[config.mk]
export PLATFORM = sky130hd
export DESIGN_NAME = game_tick_gen_flat
export DESIGN_NICKNAME = d
export VERILOG_FILES = /design/src/rtl/snake_timing_pkg.sv /design/src/rtl/game_tick_gen_if.sv /design/src/rtl/rise_detect.sv /design/src/rtl/game_tick_gen.sv /design/src/flat_wrapper.sv
export SDC_FILE = /design/constraint.sdc
export NUM_CORES = 1
export LEC_CHECK = 0
export CORE_MARGIN = 2
export CORE_UTILIZATION = 55
export CTS_BUF_LIST = sky130_fd_sc_hd__clkbuf_8
export CTS_CLUSTER_DIAMETER = 80
export DETAILED_ROUTE_END_ITERATION = 10
export PLACE_DENSITY_LB_ADDON = 0.08
export SETUP_SLACK_MARGIN = 0.5
export SYNTH_ARGS = -nofsm -noshare
export SYNTH_HDL_FRONTEND = slang
export SYNTH_HIERARCHICAL = 1
export SYNTH_SLANG_ARGS = --single-unit
[constraint.sdc]
create_clock -name clock_25 -period 5.5 [get_ports clock_25]
set_clock_uncertainty 0.1 [all_clocks]
set_input_delay 0.825 -clock clock_25 [delete_from_list [all_inputs] [get_ports clock_25]]
set_output_delay 0.825 -clock clock_25 [all_outputs]
set_load 0.05 [all_outputs]
[src/rtl/snake_timing_pkg.sv]
// Shared timing defaults for the snake game: VGA frame pacing, tick divider and speed-up.
package snake_timing_pkg;
  localparam int DIV_W_DEFAULT      = 4;
  localparam int DIV_INIT_DEFAULT   = 2;  // 60 Hz frames -> 30 Hz moves
  localparam int DIV_MIN_DEFAULT    = 1;
  localparam int STEP_EVERY_DEFAULT = 4;
  localparam int LVL_W_DEFAULT      = 4;

  // Counter width for a modulus, never narrower than one bit.
  function automatic int cnt_width(input int modulus);
    return (modulus > 1) ? $clog2(modulus) : 1;
  endfunction
endpackage

[src/rtl/game_tick_gen_if.sv]
// Control/status bundle between the game FSM (master) and the tick generator (slave).
import snake_timing_pkg::*;

interface game_tick_gen_if #(
  parameter int DIV_W = DIV_W_DEFAULT,
  parameter int LVL_W = LVL_W_DEFAULT
);
  logic             frame_tik;
  logic             pause;
  logic             speed_reset;
  logic             apple_eaten;
  logic             game_tik;
  logic [DIV_W-1:0] frame_div;
  logic [LVL_W-1:0] speed_level;

  modport master (
    output frame_tik, pause, speed_reset, apple_eaten,
    input  game_tik, frame_div, speed_level
  );

  modport slave (
    input  frame_tik, pause, speed_reset, apple_eaten,
    output game_tik, frame_div, speed_level
  );
endinterface

[src/rtl/rise_detect.sv]
// Registered rising-edge detector; the history register tracks the input every cycle.
module rise_detect (
  input  logic clock_25,
  input  logic reset,
  input  logic in,
  output logic rise
);
  logic prev;

  always_ff @(posedge clock_25) begin
    if (reset) prev <= 1'b0;
    else       prev <= in;
  end

  assign rise = in & ~prev;
endmodule

[src/rtl/game_tick_gen.sv]
// Divides VGA frame edges into game move strobes; the divisor shrinks as apples are eaten.
import snake_timing_pkg::*;

module game_tick_gen #(
  parameter int DIV_W      = DIV_W_DEFAULT,
  parameter int DIV_INIT   = DIV_INIT_DEFAULT,
  parameter int DIV_MIN    = DIV_MIN_DEFAULT,
  parameter int STEP_EVERY = STEP_EVERY_DEFAULT,
  parameter int LVL_W      = LVL_W_DEFAULT
) (
  input logic             clock_25,
  input logic             reset,
  game_tick_gen_if.slave  bus
);
  localparam int APL_W = cnt_width(STEP_EVERY);

  logic             rise;
  logic             game_tik;
  logic [DIV_W-1:0] frame_div;
  logic [DIV_W-1:0] frame_cnt;
  logic [LVL_W-1:0] speed_level;
  logic [APL_W-1:0] apple_cnt;

  rise_detect u_rise (
    .clock_25 (clock_25),
    .reset    (reset),
    .in       (bus.frame_tik),
    .rise     (rise)
  );

  always_ff @(posedge clock_25) begin
    if (reset) begin
      game_tik    <= 1'b0;
      frame_div   <= DIV_W'(DIV_INIT);
      frame_cnt   <= '0;
      speed_level <= '0;
      apple_cnt   <= '0;
    end else if (bus.speed_reset) begin
      game_tik    <= 1'b0;
      frame_div   <= DIV_W'(DIV_INIT);
      frame_cnt   <= '0;
      speed_level <= '0;
      apple_cnt   <= '0;
    end else begin
      game_tik <= 1'b0;
      if (rise && !bus.pause) begin
        if (frame_cnt == frame_div - DIV_W'(1)) begin
          frame_cnt <= '0;
          game_tik  <= 1'b1;
        end else begin
          frame_cnt <= frame_cnt + DIV_W'(1);
        end
      end
      // A divisor change restarts the frame count, overriding the increment above.
      if (bus.apple_eaten) begin
        if (apple_cnt == APL_W'(STEP_EVERY - 1)) begin
          apple_cnt <= '0;
          if (frame_div > DIV_W'(DIV_MIN)) begin
            frame_div <= frame_div - DIV_W'(1);
            frame_cnt <= '0;
            if (speed_level != '1) speed_level <= speed_level + LVL_W'(1);
          end
        end else begin
          apple_cnt <= apple_cnt + APL_W'(1);
        end
      end
    end
  end

  assign bus.game_tik    = game_tik;
  assign bus.frame_div   = frame_div;
  assign bus.speed_level = speed_level;
endmodule

[src/flat_wrapper.sv]
// flat-port wrapper written by rule: the top's interface ports become plain ports
module game_tick_gen_flat 
#(
  parameter int DIV_W      = DIV_W_DEFAULT,
  parameter int DIV_INIT   = DIV_INIT_DEFAULT,
  parameter int DIV_MIN    = DIV_MIN_DEFAULT,
  parameter int STEP_EVERY = STEP_EVERY_DEFAULT,
  parameter int LVL_W      = LVL_W_DEFAULT
)
  (clock_25, reset, bus_frame_tik, bus_pause, bus_speed_reset, bus_apple_eaten, bus_game_tik, bus_frame_div, bus_speed_level);
  game_tick_gen_if #(.DIV_W(DIV_W), .LVL_W(LVL_W)) bus_i ();
  input logic clock_25;
  input logic reset;
  input wire logic [$bits(bus_i.frame_tik)-1:0] bus_frame_tik;
  input wire logic [$bits(bus_i.pause)-1:0] bus_pause;
  input wire logic [$bits(bus_i.speed_reset)-1:0] bus_speed_reset;
  input wire logic [$bits(bus_i.apple_eaten)-1:0] bus_apple_eaten;
  output wire logic [$bits(bus_i.game_tik)-1:0] bus_game_tik;
  output wire logic [$bits(bus_i.frame_div)-1:0] bus_frame_div;
  output wire logic [$bits(bus_i.speed_level)-1:0] bus_speed_level;
  assign bus_i.frame_tik = bus_frame_tik;
  assign bus_i.pause = bus_pause;
  assign bus_i.speed_reset = bus_speed_reset;
  assign bus_i.apple_eaten = bus_apple_eaten;
  assign bus_game_tik = bus_i.game_tik;
  assign bus_frame_div = bus_i.frame_div;
  assign bus_speed_level = bus_i.speed_level;
  game_tick_gen #(.DIV_W(DIV_W), .DIV_INIT(DIV_INIT), .DIV_MIN(DIV_MIN), .STEP_EVERY(STEP_EVERY), .LVL_W(LVL_W)) u_core (.clock_25(clock_25), .reset(reset), .bus(bus_i));
endmodule
[Word level (Yosys, flattened, before mapping)]
Index checks and enable logic that the tools add are counted.
Widths: inputs -> output; s select.
Word-level totals
  output and inout bits: 9
  input bits: 6
  register bits after elaboration: 16
Cells by class
  add/subtract/negate cells: 4
  reductions and logical operators: 6
  bitwise operators: 3
  magnitude comparators: 1
  equality and inequality tests: 3
  muxes and demuxes: 7
Operators by type and width (number)
  $mux 4: 5
  $add 4x1->4 const B: 2
  $eq 4x4->1: 1
  $gt 4x1->1 const B: 1
  $ne 4x4->1 const B: 1
  $reduce_and 4->1: 1
  $sub 4x1->4 const B: 1
  $reduce_and 3->1: 1
  $reduce_or 3->1: 1
  $add 2x1->2 const B: 1
  $eq 2x2->1 const B: 1
  $mux 2: 1
  $not 1->1: 2
  $reduce_or 2->1: 1
  $and 1x1->1: 1
  $logic_and 1x1->1: 1
  $logic_not 1->1: 1
  $mux 1: 1

[Logic depth before layout (Yosys ltp)]
  word-level depth: 7
  mapped depth: 6
  depth with buffers taken out: 6

[Modules after synthesis]
The synthesis kept the hierarchy.
Modules (own cells, without submodules)
  game_tick_gen: times used 1, area each 752.0 µm², cells an instance 80, seq. area each 300.3 µm²
  rise_detect: times used 1, area each 47.5 µm², cells an instance 3, seq. area each 20.0 µm²

[Least setup slack after synthesis]
Ideal clock, no wire load.
  kind: register -> register
  from: register u_core.frame_div[0], in the netlist u_core/bus.frame_div[0]
  to: register u_core.game_tik, in the netlist u_core/bus.game_tik
  path buffers: 0
  arrival time: 2.099 ns
  path slack: 3.241 ns
  stages on the path, launching flop included: 7
  data required time: 5.340 ns
  cell sequence: dfxtp_1 > inv_1 > ha_1 > xnor2_1 > o211ai_1 > a2111oi_4 > and2_1
Between the ends
  longest elaborated chain between the ends: 3
Ends and longest elaborated chain
  from (decl): RTL line game_tick_gen.sv:19  | logic [DIV_W-1:0] frame_div;
  from (signal assigned): RTL line game_tick_gen.sv:34  | frame_div <= DIV_W'(DIV_INIT);
  from (signal assigned): RTL line game_tick_gen.sv:40  | frame_div <= DIV_W'(DIV_INIT);
  from (signal assigned): RTL line game_tick_gen.sv:59  | frame_div <= frame_div - DIV_W'(1);
  $sub 4x1->4: RTL line game_tick_gen.sv:47  | if (frame_cnt == frame_div - DIV_W'(1)) begin
  $eq 4x4->1: RTL line game_tick_gen.sv:47
  $mux 1: RTL line game_tick_gen.sv:47
  to (signal assigned): RTL line game_tick_gen.sv:39  | game_tik <= 1'b0;
  to (signal assigned): RTL line game_tick_gen.sv:45  | game_tik <= 1'b0;
  to (signal assigned): RTL line game_tick_gen.sv:49  | game_tik <= 1'b1;
  to (decl): RTL line game_tick_gen.sv:18  | logic game_tik;
No other way between the ends.
A chain may end at the register's enable or synchronous reset.

[Final worst setup path]
  from: register u_core.frame_div[2], in the netlist u_core/bus.frame_div[2]
  to: output port bus_frame_div[2]
RTL lines
  to (decl): RTL line flat_wrapper.sv:19  | output wire logic [$bits(bus_i.frame_div)-1:0] bus_frame_div;
No word-level cell between the ends.

==> summary.txt <==
Status
  – Status: complete, no violations

Critical path
  – Max stage delay cell, worst path: clkdlybuf4s50_1
  – Crit-path max cell delay: 860 ps
  – Top Family by Delay on Critical Path: buffers and inverters
  – Buf/Inv on CP: 1
  – Reg2reg setup slack: 3420 ps
  – Worst Path Max Fanout: 6
  – Crit. End Element: primary output
  – Worst Setup Start Kind: flip-flop
  – Setup CP Type: flip-flop to primary output
  – Cell Chain, Critical Path: clkdlybuf4s50_1
  – CP Data Required Time: 4580 ps
  – Worst EP arrival: 1600 ps

Floorplanning
  – Row count: 13
  – Die Span Y: 42.13 µm
  – Initial Utilization: 59.94%
  – Die W: 42.13 µm
  – Total Die Area: 1775 µm²
  – I/O pin count: 15
  – Total core area: 1334 µm²

Yosys
  – Yosys reg bits: 16
  – Top_reg_cell synth: dfxtp_1
  – Mapped Area: 799.5 µm²
  – Number of synthesis warnings: 6
  – Average size of a mapped cell: 9.633 µm²
  – Library cells used by synthesis: 26
  – Mapped Cells: 83
  – Sequential share of the synthesized area: 40.06%
  – Mapped Nets: 94
  – Ys async rst share: 0%
  – EDFF count, synth: 0

Detailed routing
  – Routed len/inst: 12.77 µm
  – Via density: 5.574
  – Post-Route WL: 1.468 mm
  – Post-route DRC violation count: 0
  – DRT antenna net count: 0
  – Drt first pass iters: 4
  – Vias: 641
  – Starting DRC count in detailed routing: 8

Flow run
  – Number of max-cap violations: 0

Global routing
  – Largest net degree at the start of global routing: 10
  – Global-route wire length before repair: 2.484 mm
  – GRT Resource Usage Total: 18.65%
  – Initial antenna violation count: 0
  – Global route overflow: 0
  – Vias in the first global route: 572

Clock tree
  – Hold Buf Count CTS: 0
  – CTS tree: done
  – CTS Buffer Depth: 2
  – Post-CTS Setup Inserts: 0
  – CTS clk-pin slew, worst paths: 60 ps
  – CTS buffer count: 3
  – Clock sink total: 16
  – H-tree depth: 1
  – Clk root buf: clkbuf_8
  – Clock Latency Late Sink: 250 ps
  – CTS resizes: 0

Final layout
  – Area growth, synth to finish: 26.29%
  – Diode count: 0
  – Final #Nets: 112
  – Layout cells sized above 1: 8.000%

Power and ir drop
  – Max IR drop VDD: 0.0001798 V
  – P_leak: 0.3924 nW
  – Design Power: 0.2319 mW
  – Pwr Density: 229.6 nW/µm²

Worst hold path
  – HP Class: flip-flop to flip-flop

Timing
  – Fmax: 0.3965 GHz
  – Worst Tran Pin Value: 490.8 ps
  – Setup TNS: 0 ps
  – Hold Worst Slack: 396.7 ps
  – Period Utilization, post-route: 45.85%
  – Slew headroom: 67.18%
  – RSZ-0062 raised after global routing: false
  – Minimum clock period: 2522 ps
  – # setup viols final: 0
  – Slew Viols, Final: 0
  – Final Hold Vio Count: 0

Place
  – GPL Wtd Cong: 0.7914
  – Detailed Place HPWL: 1.136 mm
  – I/O Buffers: 14
-- metal layers --
layer	share of wire [%]	global-route usage [%]
met5	0	0
met4	0.95	9.375
met3	5.4	5.172
met2	46	28.75
met1	48	23.86
-- final cells by class --
class                           count  area (µm²)
Sequential cell                    16       320.3
Inverter                            3       11.26
Fill cell                          92       324.1
Tap cell                           15       18.77
Timing Repair Buffer               14       140.1
Clock buffer                        4       55.05
Multi-Input combinational cell     63       464.2
-- flip-flops by register name, indices dropped and copies added, names as in the netlist --
signal / cells
u_core/apple_cnt: 2
u_core/bus.frame_div: 4
u_core/bus.game_tik: 1
u_core/bus.speed_level: 4
u_core/frame_cnt: 4
u_core/u_rise/prev: 1
-- worst min-delay path, stage by stage, from the launching register on --
cell and delay [ps]:
dfxtp_1 330, nand2_1 60, a21oi_1 50
-- where the power goes --
group / switching (mW) / internal (mW) / total (mW)
registers: 0.00102 / 0.117 / 0.118
logic: 0.00538 / 0.00685 / 0.0122
clock network: 0.0381 / 0.0634 / 0.102
-- through the flow --
| stage | utilization, % | std cells | worst slack, ps | cell area [µm²] |
|---|---|---|---|---|
| 2_1_floorplan | - | 83 | 3241 | 799.5 |
| 3_3_place_gp | 71.58 | 111 | 2921 | 954.7 |
| 3_5_place_dp | 71.58 | 111 | 2888 | 954.7 |
| 4_1_cts | 75.70 | 115 | 2967 | 1010 |
| 5_1_grt | 75.70 | 115 | 2915 | 1010 |
| 6_report | 75.70 | 115 | 2978 | 1010 |
-- kinds of logic (layout without fill, tap and decap cells) --
family,count (synthesis),count (layout),share of synthesized area [%]
AO/OA/AOI/OAI,13,13,12.68
adder cells (fa/ha/maj),5,5,7.825
multiplexers,2,2,2.504
buffers and inverters,4,21,1.877
XOR/XNOR,11,11,12.05
flip-flops,16,16,40.06
AND/OR/NAND/NOR,32,32,23.01
-- cells in the final DEF, fill, tap and decap left out --
cell             Yosys  final
dfxtp_1             16     16
clkdlybuf4s50_1      0     14
nor2_1               7      7
xnor2_1              6      6
nor3_1               6      6
xor2_1               5      5
a21oi_1              5      5
ha_1                 5      5
clkbuf_8             0      4
nand2_1              4      4
nand3_1              4      4
inv_1                3      3
o211ai_1             3      3
or2_1                2      2
and2_1               2      2
mux2i_1              2      2
nor2b_4              2      2
and2b_1              1      1
nor3_2               1      1
a2111oi_4            1      1
o21ai_1              1      1
nand4_1              1      1
o21ai_0              1      1
or3_1                1      1
o21a_1               1      1
and4b_1              1      1
a311oi_1             1      1
-- cell usage after synthesis (2+ instances only) --
master	number	share of area, %
mux2i_1	2	2.5
nor3_1	6	3.8
xnor2_1	6	6.6
nand3_1	4	2.5
inv_1	3	1.4
a21oi_1	5	3.1
and2_1	2	1.6
nor2b_4	2	3.4
or2_1	2	1.6
xor2_1	5	5.5
dfxtp_1	16	40
nand2_1	4	1.9
o211ai_1	3	2.8
ha_1	5	7.8
nor2_1	7	3.3
-- worst paths after layout --
check             depth (start not counted)                                endpoint                                    from
setup reg to reg                          6          u_core/bus.game_tik$_SDFF_PP0_    u_core/bus.frame_div[0]$_SDFFE_PP0P_
hold / removal                            2  u_core/bus.speed_level[1]$_SDFFE_PP0P_  u_core/bus.speed_level[1]$_SDFFE_PP0P_
setup / recovery                          1                        bus_frame_div[2]    u_core/bus.frame_div[2]$_SDFFE_PP0P_
hold reg to reg                           2  u_core/bus.speed_level[1]$_SDFFE_PP0P_  u_core/bus.speed_level[1]$_SDFFE_PP0P_
No activity file was read; power rests on OpenSTA's default activity.
